==> config.mk <==
export PLATFORM = sky130hd
export DESIGN_NAME = uart_rx
export DESIGN_NICKNAME = d
export VERILOG_FILES = /design/src/rtl/uart_pkg.sv /design/src/rtl/sync_2ff.sv /design/src/rtl/uart_rx.sv
export SDC_FILE = /design/constraint.sdc
export NUM_CORES = 1
export LEC_CHECK = 0
export CORE_MARGIN = 4
export CORE_UTILIZATION = 45
export CTS_BUF_LIST = sky130_fd_sc_hd__clkbuf_8
export DETAILED_ROUTE_END_ITERATION = 8
export SETUP_SLACK_MARGIN = 0.05
export SLEW_MARGIN = 20
export SYNTH_ARGS = -nofsm -noshare
export SYNTH_HDL_FRONTEND = slang
export SYNTH_SLANG_ARGS = --single-unit
==> constraint.sdc <==
create_clock -name clk -period 4.2 [get_ports clk]
set_input_delay 1.05 -clock clk [delete_from_list [all_inputs] [get_ports clk]]
set_output_delay 1.05 -clock clk [all_outputs]
set_load 0.02 [all_outputs]
==> src/rtl/uart_pkg.sv <==
// rtl/uart_pkg.sv - shared UART state encodings and frame constants
package uart_pkg;

  typedef enum logic [2:0] {IDLE, START, DATA, STOP, BREAK} rx_state_t;
  typedef enum logic [1:0] {TX_IDLE, TX_START, TX_DATA, TX_STOP} tx_state_t;

  localparam int DATA_BITS = 8;
  localparam int STOP_BITS = 1;

  // Start-bit confirmation point, also the offset that centres data sampling.
  function automatic int half_bit(input int clks_per_bit);
    return (clks_per_bit - 1) / 2;
  endfunction

endpackage

==> src/rtl/sync_2ff.sv <==
// rtl/sync_2ff.sv - two-flop synchroniser for a single asynchronous input
module sync_2ff #(
  parameter logic RESET_VAL = 1'b1
) (
  input  logic clk,
  input  logic nRst,
  input  logic d,
  output logic q
);

  logic meta;

  always_ff @(posedge clk or negedge nRst) begin
    if (!nRst) begin
      meta <= RESET_VAL;
      q    <= RESET_VAL;
    end else begin
      meta <= d;
      q    <= meta;
    end
  end

endmodule

==> src/rtl/uart_rx.sv <==
// rtl/uart_rx.sv - 8N1 UART receiver with glitch rejection and break handling
module uart_rx
  import uart_pkg::*;
#(
  parameter int CLKS_PER_BIT = 1042
) (
  input  logic                 clk,
  input  logic                 nRst,
  input  logic                 rx_serial,
  output logic [DATA_BITS-1:0] rx_byte,
  output logic                 rx_ready,
  output logic                 framing_err,
  output logic                 busy
);

  localparam int CW = $clog2(CLKS_PER_BIT);
  localparam logic [CW-1:0] HALF     = CW'(half_bit(CLKS_PER_BIT));
  localparam logic [CW-1:0] LAST     = CW'(CLKS_PER_BIT - 1);
  localparam logic [2:0]    LAST_BIT = 3'(DATA_BITS - 1);

  rx_state_t            state;
  logic                 rx_sync;
  logic [CW-1:0]        clk_cnt;
  logic [2:0]           bit_idx;
  logic [DATA_BITS-1:0] shift_reg;

  sync_2ff #(.RESET_VAL(1'b1)) u_sync (
    .clk  (clk),
    .nRst (nRst),
    .d    (rx_serial),
    .q    (rx_sync)
  );

  always_ff @(posedge clk or negedge nRst) begin
    if (!nRst) begin
      state       <= IDLE;
      clk_cnt     <= '0;
      bit_idx     <= '0;
      shift_reg   <= '0;
      rx_byte     <= '0;
      rx_ready    <= 1'b0;
      framing_err <= 1'b0;
      busy        <= 1'b0;
    end else begin
      rx_ready    <= 1'b0;
      framing_err <= 1'b0;
      case (state)
        IDLE: begin
          clk_cnt <= '0;
          bit_idx <= '0;
          if (!rx_sync) begin
            state <= START;
            busy  <= 1'b1;
          end
        end

        // A start bit still low at its midpoint is real; anything shorter is noise.
        START: begin
          if (clk_cnt == HALF) begin
            clk_cnt <= '0;
            if (!rx_sync) begin
              state <= DATA;
            end else begin
              state <= IDLE;
              busy  <= 1'b0;
            end
          end else begin
            clk_cnt <= clk_cnt + 1'b1;
          end
        end

        DATA: begin
          if (clk_cnt == LAST) begin
            clk_cnt            <= '0;
            shift_reg[bit_idx] <= rx_sync;
            bit_idx            <= bit_idx + 1'b1;
            if (bit_idx == LAST_BIT) begin
              state <= STOP;
            end
          end else begin
            clk_cnt <= clk_cnt + 1'b1;
          end
        end

        STOP: begin
          if (clk_cnt == LAST) begin
            clk_cnt <= '0;
            if (rx_sync) begin
              rx_byte  <= shift_reg;
              rx_ready <= 1'b1;
              state    <= IDLE;
              busy     <= 1'b0;
            end else begin
              framing_err <= 1'b1;
              state       <= BREAK;
            end
          end else begin
            clk_cnt <= clk_cnt + 1'b1;
          end
        end

        // Hold here so a line stuck low reports one error, not one per frame time.
        BREAK: begin
          clk_cnt <= '0;
          if (rx_sync) begin
            state <= IDLE;
            busy  <= 1'b0;
          end
        end

        default: begin
          state <= IDLE;
          busy  <= 1'b0;
        end
      endcase
    end
  end

endmodule
Word level (Yosys, flattened, before mapping)
Index checks and enable logic that the tools add are counted.
Word-level totals
  input bits: 3
  flip-flop bits (word level): 38
Cells by class
  add/subtract/negate cells: 2
  reduce and logical (&&, ||, !) cells: 11
  multiplexer cells: 28
  order comparisons: 2
  bitwise logic cells: 1
  equality and inequality tests: 13
Operator list (number)
  $pmux 11 s3: 1
  $mux 3: 8
  $mux 11: 2
  $pmux 3 s5: 1
  $add 11x1->11 const B: 1
  $eq 11x10->1 const B: 1
  $eq 11x11->1 const B: 1
  $mux 1: 11
  $ne 2x2->1 const B: 5
  $bwmux 8: 1
  $eq 3x2->1 const B: 2
  $eq 3x3->1 const B: 2
  $pmux 3 s2: 1
  $reduce_and 6->1: 1
  $pmux 1 s5: 1
  $lt 3x4->1 const B: 1
  $reduce_and 2->1: 2
  $reduce_and 4->1: 1
  $reduce_or 2->1: 2
  $add 3x1->3 const B: 1
  $demux 1 s3: 1
  $eq 3x1->1 const B: 1
  $ge 3x1->1 const B: 1
  $logic_not 3->1: 1
  7 further kinds: 7

Depth between registers and ports, before layout
Gate-level depths: netlist (run 1).
  depth after elaboration: 5
  mapped depth: 8
  mapped depth without buffers: 7

Hierarchy
From an unflattened synthesis (run 1), not the netlist that was laid out.
Unflattened totals
  cell total of the unflattened synthesis: 180
  area total of the unflattened synthesis: 1929.4 um^2
By module, submodules not included
  uart_rx: times used 1, cells an instance 178, area each 1876.8 um^2
  sync_2ff: times used 1, cells an instance 2, area each 52.6 um^2

Worst setup path after synthesis (run 1)
Ideal clock, no wire load.
  kind: register to register
  from: reg clk_cnt[2]
  to: reg shift_reg[5]
  setup time: 127 ps
  required time: 4073 ps
  arrival: 2170 ps
  stages on the path, launching flop included: 7
  buffers on the path: 1
  setup slack: 1903 ps
  cell sequence: dfrtp_1 or4_4 or4_4 buf_6 nor3_4 nand4_1 mux2_1
On the way
  word-level cells in the longest chain between the ends: 2
Ends and longest elaborated chain
  start: declaration: line uart_rx.sv:23  | logic [CW-1:0] clk_cnt;
  start signal: assignment: line uart_rx.sv:68  | clk_cnt <= clk_cnt + 1'b1;
  start signal: assignment: line uart_rx.sv:81  | clk_cnt <= clk_cnt + 1'b1;
  start signal: assignment: line uart_rx.sv:98  | clk_cnt <= clk_cnt + 1'b1;
  $eq 11x11->1: line uart_rx.sv:73  | if (clk_cnt == LAST) begin
  $reduce_and 2->1 (no source line)
  end signal: indexed assignment: line uart_rx.sv:75  | shift_reg[bit_idx] <= rx_sync;
  end: declaration: line uart_rx.sv:25  | logic [DATA_BITS-1:0] shift_reg;
No other way between the ends.
A chain may end at the register's enable or synchronous reset.

Worst setup path in the final report (run 1)
  from: reg busy
  to: out busy
RTL lines
  start: declaration: line uart_rx.sv:13  | output logic busy
  start signal: assignment: line uart_rx.sv:43  | busy <= 1'b0;
  start signal: assignment: line uart_rx.sv:53  | busy <= 1'b1;
  start signal: assignment: line uart_rx.sv:65  | busy <= 1'b0;
No word-level cell between the ends.

==> run_results.csv, run 1 <==
group,metric,value,unit
status,outcome,"finished, final reports clean",
clock_tree,ctsHoldBuffers,0,
synth,synthArstFlopShare,100,%
route,via_per_inst,5.52,
sta,max_slew_margin,44.6,%
pwr,p_per_area,351,nW/um^2
floorplanning,die_w,72.5,um
clock_tree,clkTransAtPathRegs,0.08,ns
pwr,power.leakage,0.953,nW
synth,synth_top_flop_cell,"dfrtp_1",
route,totalWireLength,3590,um
worst_setup_path,r2r_slack,1.83,ns
sta,max_freq,421,MHz
grt,grt_use_total,14.8,%
synth,post-synth-top-count-cell,"dfrtp_1",
worst_setup_path,cp-end-kind,"output pin",
worst_setup_path,crit_fanout,4,
worst_setup_path,r2r-start,"clk_cnt[2]",
grt,grt_first_pass_wirelength,6040,um
sta,hold_violations,0,
clock_tree,clock_latency,0.29,ns
synth,synth_area_per_cell,10.5,um^2
clock_tree,max-clock-path-buffers,2,
worst_setup_path,max_stage_delay,0.63,ns
worst_setup_path,crit_family,"buffers and inverters",
sta,setup_violations,0,
grt,grt_pass1_vias,1327,
sta,min_period,2.38,ns
route,vias,1325,
pwr,ir_drop,0.000265,V
route,wl_per_cell,15.0,um
route,drc,0,
finish,area_growth,14.5,%
sta,finalCritPeriodShare,56.6,%
floorplanning,io_pins,14,
synth,syn-num-nets,186,
worst_setup_path,critical_path_buf_inv_count,1,
placed_design,io_buffers,13,
clock_tree,cts_root_buf,"clkbuf_8",
synth,netlist_area,1870,um^2
route,drtPass1Iterations,4,
synth,ys_seq_elements,38,
worst_setup_path,worstSetupStartpoint,"busy",
synth,ys_seq_area_share,50.9,%
synth,ys_types,38,
finish,largest_register_ff_count,11,
worst_hold_path,holdPathEnd,"u_sync.q",
grt,antenna_found_initial,0,
sta,rsz0062_at_grt,"no",
clock_tree,post_cts_resized,0,
grt,gr-total-overflow,0,
clock_tree,postCtsSetupRepairBufs,0,
floorplanning,design.core.area,4000,um^2
grt,grt_max_degree,39,
sta,worst_slew_pin_slew,0.832,ns
worst_setup_path,ff2ff_path_depth,5,
floorplanning,die_y,72.5,um
finish,layout.cells.non_filler,240,
floorplanning,die-area,5260,um^2
worst_setup_path,cp_slowest_cell,"clkdlybuf4s50_1",
floorplanning,rows,23,
placed_design,gp_congestion,0.862,
worst_setup_path,worstPathRequired,3.15,ns
worst_setup_path,worstPathArrival,1.33,ns
clock_tree,h-tree-depth,2,
worst_hold_path,min_path_type,"flip-flop to flip-flop",
finish,diodes,0,
clock_tree,cts_num_sinks,38,
clock_tree,cts_buffers,5,
worst_setup_path,r2r_end,"shift_reg[5]",
sta,slew_viol_final,0,
worst_setup_path,crit_chain,"clkdlybuf4s50_1",
flow_run,cap_viol_max_count,0,
worst_hold_path,hold_start,"u_sync.meta",
worst_setup_path,critical_path_class,"flip-flop to output pin",
synth,yosysTopAreaCell,"dfrtp_1",
finish,drive_above_1_share,16.3,%
clock_tree,cts_tree,"built",
worst_hold_path,whs_path_depth,0,
placed_design,dpl.hpwl,2540,um
synth,synth_enable_flop_cells,0,
route,drtAntennaViolNets,0,
pwr,total_power,0.000753,W
worst_setup_path,start_kind,"flip-flop",
floorplanning,start_util,46.8,%
synth,syn_inst,178,
finish,finish.net_count,197,
synth,synthTopCellsByArea,"dfrtp_1 (48%), mux2_2 (9.0%), nor2_1 (3.4%), ha_1 (3.3%), nand3_1 (3.2%)",
sta,fin_setup_tns,0,ns
synth,synth.top_cells.by_count,"dfrtp_1 (36), nor2_1 (17), mux2_2 (15), nand2_1 (14), nand3_1 (12)",
route,dr.first_iter.drc_count,79,
placed_design,place_inst,232,
synth,yosys_warnings,0,
sta,clock_skew,0.00926,ns
synth,netlist.area_leader.share,48.1,%
cells by family after synthesis:
| family | after synthesis | share of synthesized area [%] |
|---|---|---|
| AOI/OAI and AO/OA | 27 | 9.09 |
| xor gates and xnor gates | 6 | 2.81 |
| adders and majority gates | 5 | 3.34 |
| buffers and inverters | 15 | 4.08 |
| DFF | 38 | 50.9 |
| muxes | 16 | 9.63 |
| and+or+nand+nor | 71 | 20.1 |
power by group:
| part | switching [W] | total (W) | internal, W |
|---|---|---|---|
| sequential | 0.00000203 | 0.000369 | 0.000367 |
| clock | 0.000137 | 0.000375 | 0.000238 |
| combinational | 0.00000742 | 0.00000874 | 0.00000133 |
| total | 0.000146 | 0.000753 | 0.000607 |
through the flow:
stage | hold slack [ns] | setup slack (ns) | utilization, % | area [um^2]
final | 0.361 | 1.82 | 53.6 | 2140
after global routing | 0.364 | 1.75 | 53.6 | 2140
after CTS | 0.360 | 1.81 | 53.6 | 2140
after detailed placement | 0.351 | 1.87 | 50.1 | 2010
after global placement | 0.346 | 1.90 | 50.1 | 2010
after floorplan | 0.345 | 1.90 | - | 1870
layout by cell type (no fill, tap or decap), drive strengths merged, types with 2 or more instances in the layout:
cell type	n
a211oi	3
a21oi	4
a22oi	3
and3	4
bufinv	2
clkbuf	5
clkdlybuf4s50	12
dfrtp	36
dfstp	2
ha	5
inv	6
mux2	16
nand2	14
nand3	12
nand4	3
nor2	17
nor3	7
nor3b	3
nor4	2
nor4b	2
o21a	2
o21ai	10
or4	2
xor2	5
per-layer routing:
layer	part of all wire (%)	wire length, um	track usage (%)
met5	0	0	0
met4	0.92	33	4.71
met2	51	1830	25.2
met1	45	1610	18.1
met3	3.5	125	4.16
area by class of cell:
class                      instances  area, um^2
sequential                        38         953
timing repair buffer              13         125
clock buffer                       5        68.8
clock inverter                     3        68.8
multi-input combinational        125         842
fill                             354        1860
inverter                           6        22.5
tap                               50        62.6
worst max-delay path by stage:
stage                    to  cells past startpoint
5_1_grt        shift_reg[5]                      5
3_3_place_gp   shift_reg[5]                      5
6_report               busy                      1
3_5_place_dp   shift_reg[5]                      5
2_1_floorplan  shift_reg[5]                      6
4_1_cts                busy                      1
No activity file was read; power rests on OpenSTA's default activity.
==> run 2, diff against run 1 <==
clock period = 2.3 ns   (was 4.2 ns; I/O delays follow)
==> run_results.csv, run 2 (synthesis results as in run 1) <==
group,metric,value,unit
status,outcome,"finished, final reports clean",
pwr,p_per_area,538,nW/um^2
clock_tree,cts_num_sinks,38,
grt,gr-total-overflow,0,
placed_design,io_buffers,13,
clock_tree,cts_tree,"built",
route,vias,1353,
sta,clock_skew,0.00934,ns
clock_tree,cts_buffers,5,
worst_setup_path,cp_slowest_cell,"or4_4",
worst_setup_path,crit_chain,"or4_4 -> or4_4 -> nor3_4 -> nand4_1 -> mux2_1",
pwr,total_power,0.00117,W
worst_setup_path,critical_path_class,"flip-flop to flip-flop",
grt,grt_max_degree,39,
floorplanning,design.core.area,4000,um^2
clock_tree,cts_root_buf,"clkbuf_8",
sta,fin_setup_tns,0,ns
placed_design,gp_congestion,0.883,
grt,antenna_found_initial,0,
worst_setup_path,worstPathRequired,2.47,ns
sta,hold_violations,0,
sta,rsz0062_at_grt,"yes",
sta,max_freq,462,MHz
finish,regArea,953,um^2
route,totalWireLength,3600,um
clock_tree,clkTransAtPathRegs,0.08,ns
clock_tree,ctsHoldBuffers,0,
finish,finish.net_count,205,
worst_setup_path,critical_path_buf_inv_count,0,
sta,worst_slew_pin_slew,0.827,ns
sta,max_slew_margin,44.9,%
worst_setup_path,worstPathArrival,2.34,ns
floorplanning,start_util,46.8,%
floorplanning,die-area,5260,um^2
route,wl_met2,1760,um
finish,largest_register_ff_count,11,
finish,multiInputGateArea,856,um^2
sta,min_period,2.17,ns
worst_setup_path,cpMostUsedCell,"or4_4",
worst_setup_path,crit_fanout,4,
sta,whs,0.358,ns
grt,grt_first_pass_wirelength,6310,um
worst_setup_path,crit_family,"simple AND/OR/NAND/NOR gates",
flow_run,cap_viol_max_count,0,
floorplanning,io_pins,14,
route,drc,0,
route,top_layer,"met4",
worst_hold_path,min_path_type,"flip-flop to flip-flop",
route,drtAntennaViolNets,0,
clock_tree,clock_latency,0.29,ns
route,routed-wl-met3,107,um
pwr,ir_drop,0.000375,V
route,m1WireLength,1690,um
finish,mostFrequentLayoutCell,"dfrtp_1",
sta,slew_viol_final,0,
route,wl_per_cell,14.5,um
floorplanning,die_w,72.5,um
route,drtPass1Iterations,4,
clock_tree,max-clock-path-buffers,2,
route,dr.first_iter.drc_count,105,
placed_design,dpl.hpwl,2540,um
finish,area_growth,16.2,%
route,via_per_inst,5.46,
pwr,power.leakage,0.967,nW
floorplanning,rows,23,
finish,fillCellCount,340,
floorplanning,die_y,72.5,um
worst_setup_path,start_kind,"flip-flop",
finish,layout_common_cells,"dfrtp_1 (36), nor2_1 (17), mux2_2 (15), nand2_1 (14)",
grt,grt_use_total,15.4,%
clock_tree,h-tree-depth,2,
grt,grt_pass1_vias,1334,
sta,finalCritPeriodShare,94.2,%
finish,fin_util,54.4,%
finish,diodes,0,
sta,setup_violations,0,
finish,drive_above_1_share,20.7,%
worst_setup_path,max_stage_delay,0.55,ns
worst_setup_path,cp-end-kind,"flip-flop",
## run 2: cell count changes in the layout (fill, tap and decap cells not counted)
cell,before,now
buf_4,0,8
bufinv_16,2,0
and3_1,4,3
and3_4,0,1
clkbuf_8,5,6
clkinv_2,0,1
clkinv_4,1,0
clkinvlp_4,0,1
nor4_1,2,1
nor4_2,0,1
or3b_2,1,0
or3b_4,0,1
## run 2: path summary, 6_finish.rpt
check | startpoint | to | slack [ns] | depth (start not counted)
max | clk_cnt[7] | shift_reg[5] | 0.13 | 5
min | u_sync.meta | u_sync.q | 0.36 | 0
max reg2reg | clk_cnt[7] | shift_reg[5] | 0.13 | 5
min reg2reg | u_sync.meta | u_sync.q | 0.36 | 0
max in group asynchronous | nRst | shift_reg[5] | 1.40 | 1
min in group asynchronous | nRst | clk_cnt[0] | 0.37 | 1
## run 2: worst register-to-register path, stage by stage (launching register included)
cell     delay, ns
dfrtp_1       0.40
or4_4         0.56
or4_4         0.45
nor3_4        0.19
nand4_1       0.12
mux2_1        0.32
## run 2: area by class of cell
| class | count | share of cell area, % |
|---|---|---|
| multi-input cells | 125 | 39.4 |
| repair buffers | 21 | 8.52 |
| inverters | 6 | 1.04 |
| clock inverters | 2 | 0.575 |
| clock buffers | 6 | 3.80 |
| well taps | 50 | 2.88 |
| flip-flops and latches | 38 | 43.8 |
## run 2: per-layer routing
metal / global-route usage [%] / up-vias
met5: 0 / -
met4: 5.53 / 0
met3: 4.16 / 7
met2: 24.2 / 15
met1: 20.6 / 665
li1: - / 666
## run 2: what timing repair did
action / 4_1_cts / 5_1_grt
gates resized for setup: 1 / 2
buffers inserted: 0 / 3
pin swaps: 0 / 1
endpoints found under the setup margin: 8 / 15
## run 2: through the flow
stage	std cells	instance area [um^2]	setup WS [ns]
floorplan	178	1870	0.0897
finish	248	2170	0.134
CTS	245	2140	0.0580
global route	248	2170	0.0389
detailed placement	237	2050	0.0291
global placement	237	2050	0.141
## run 2: report_power, final
group          internal, W  switching [W]  total [W]
combinational   0.00000241      0.0000133  0.0000157
clock             0.000241       0.000238   0.000479
sequential        0.000671     0.00000382   0.000675
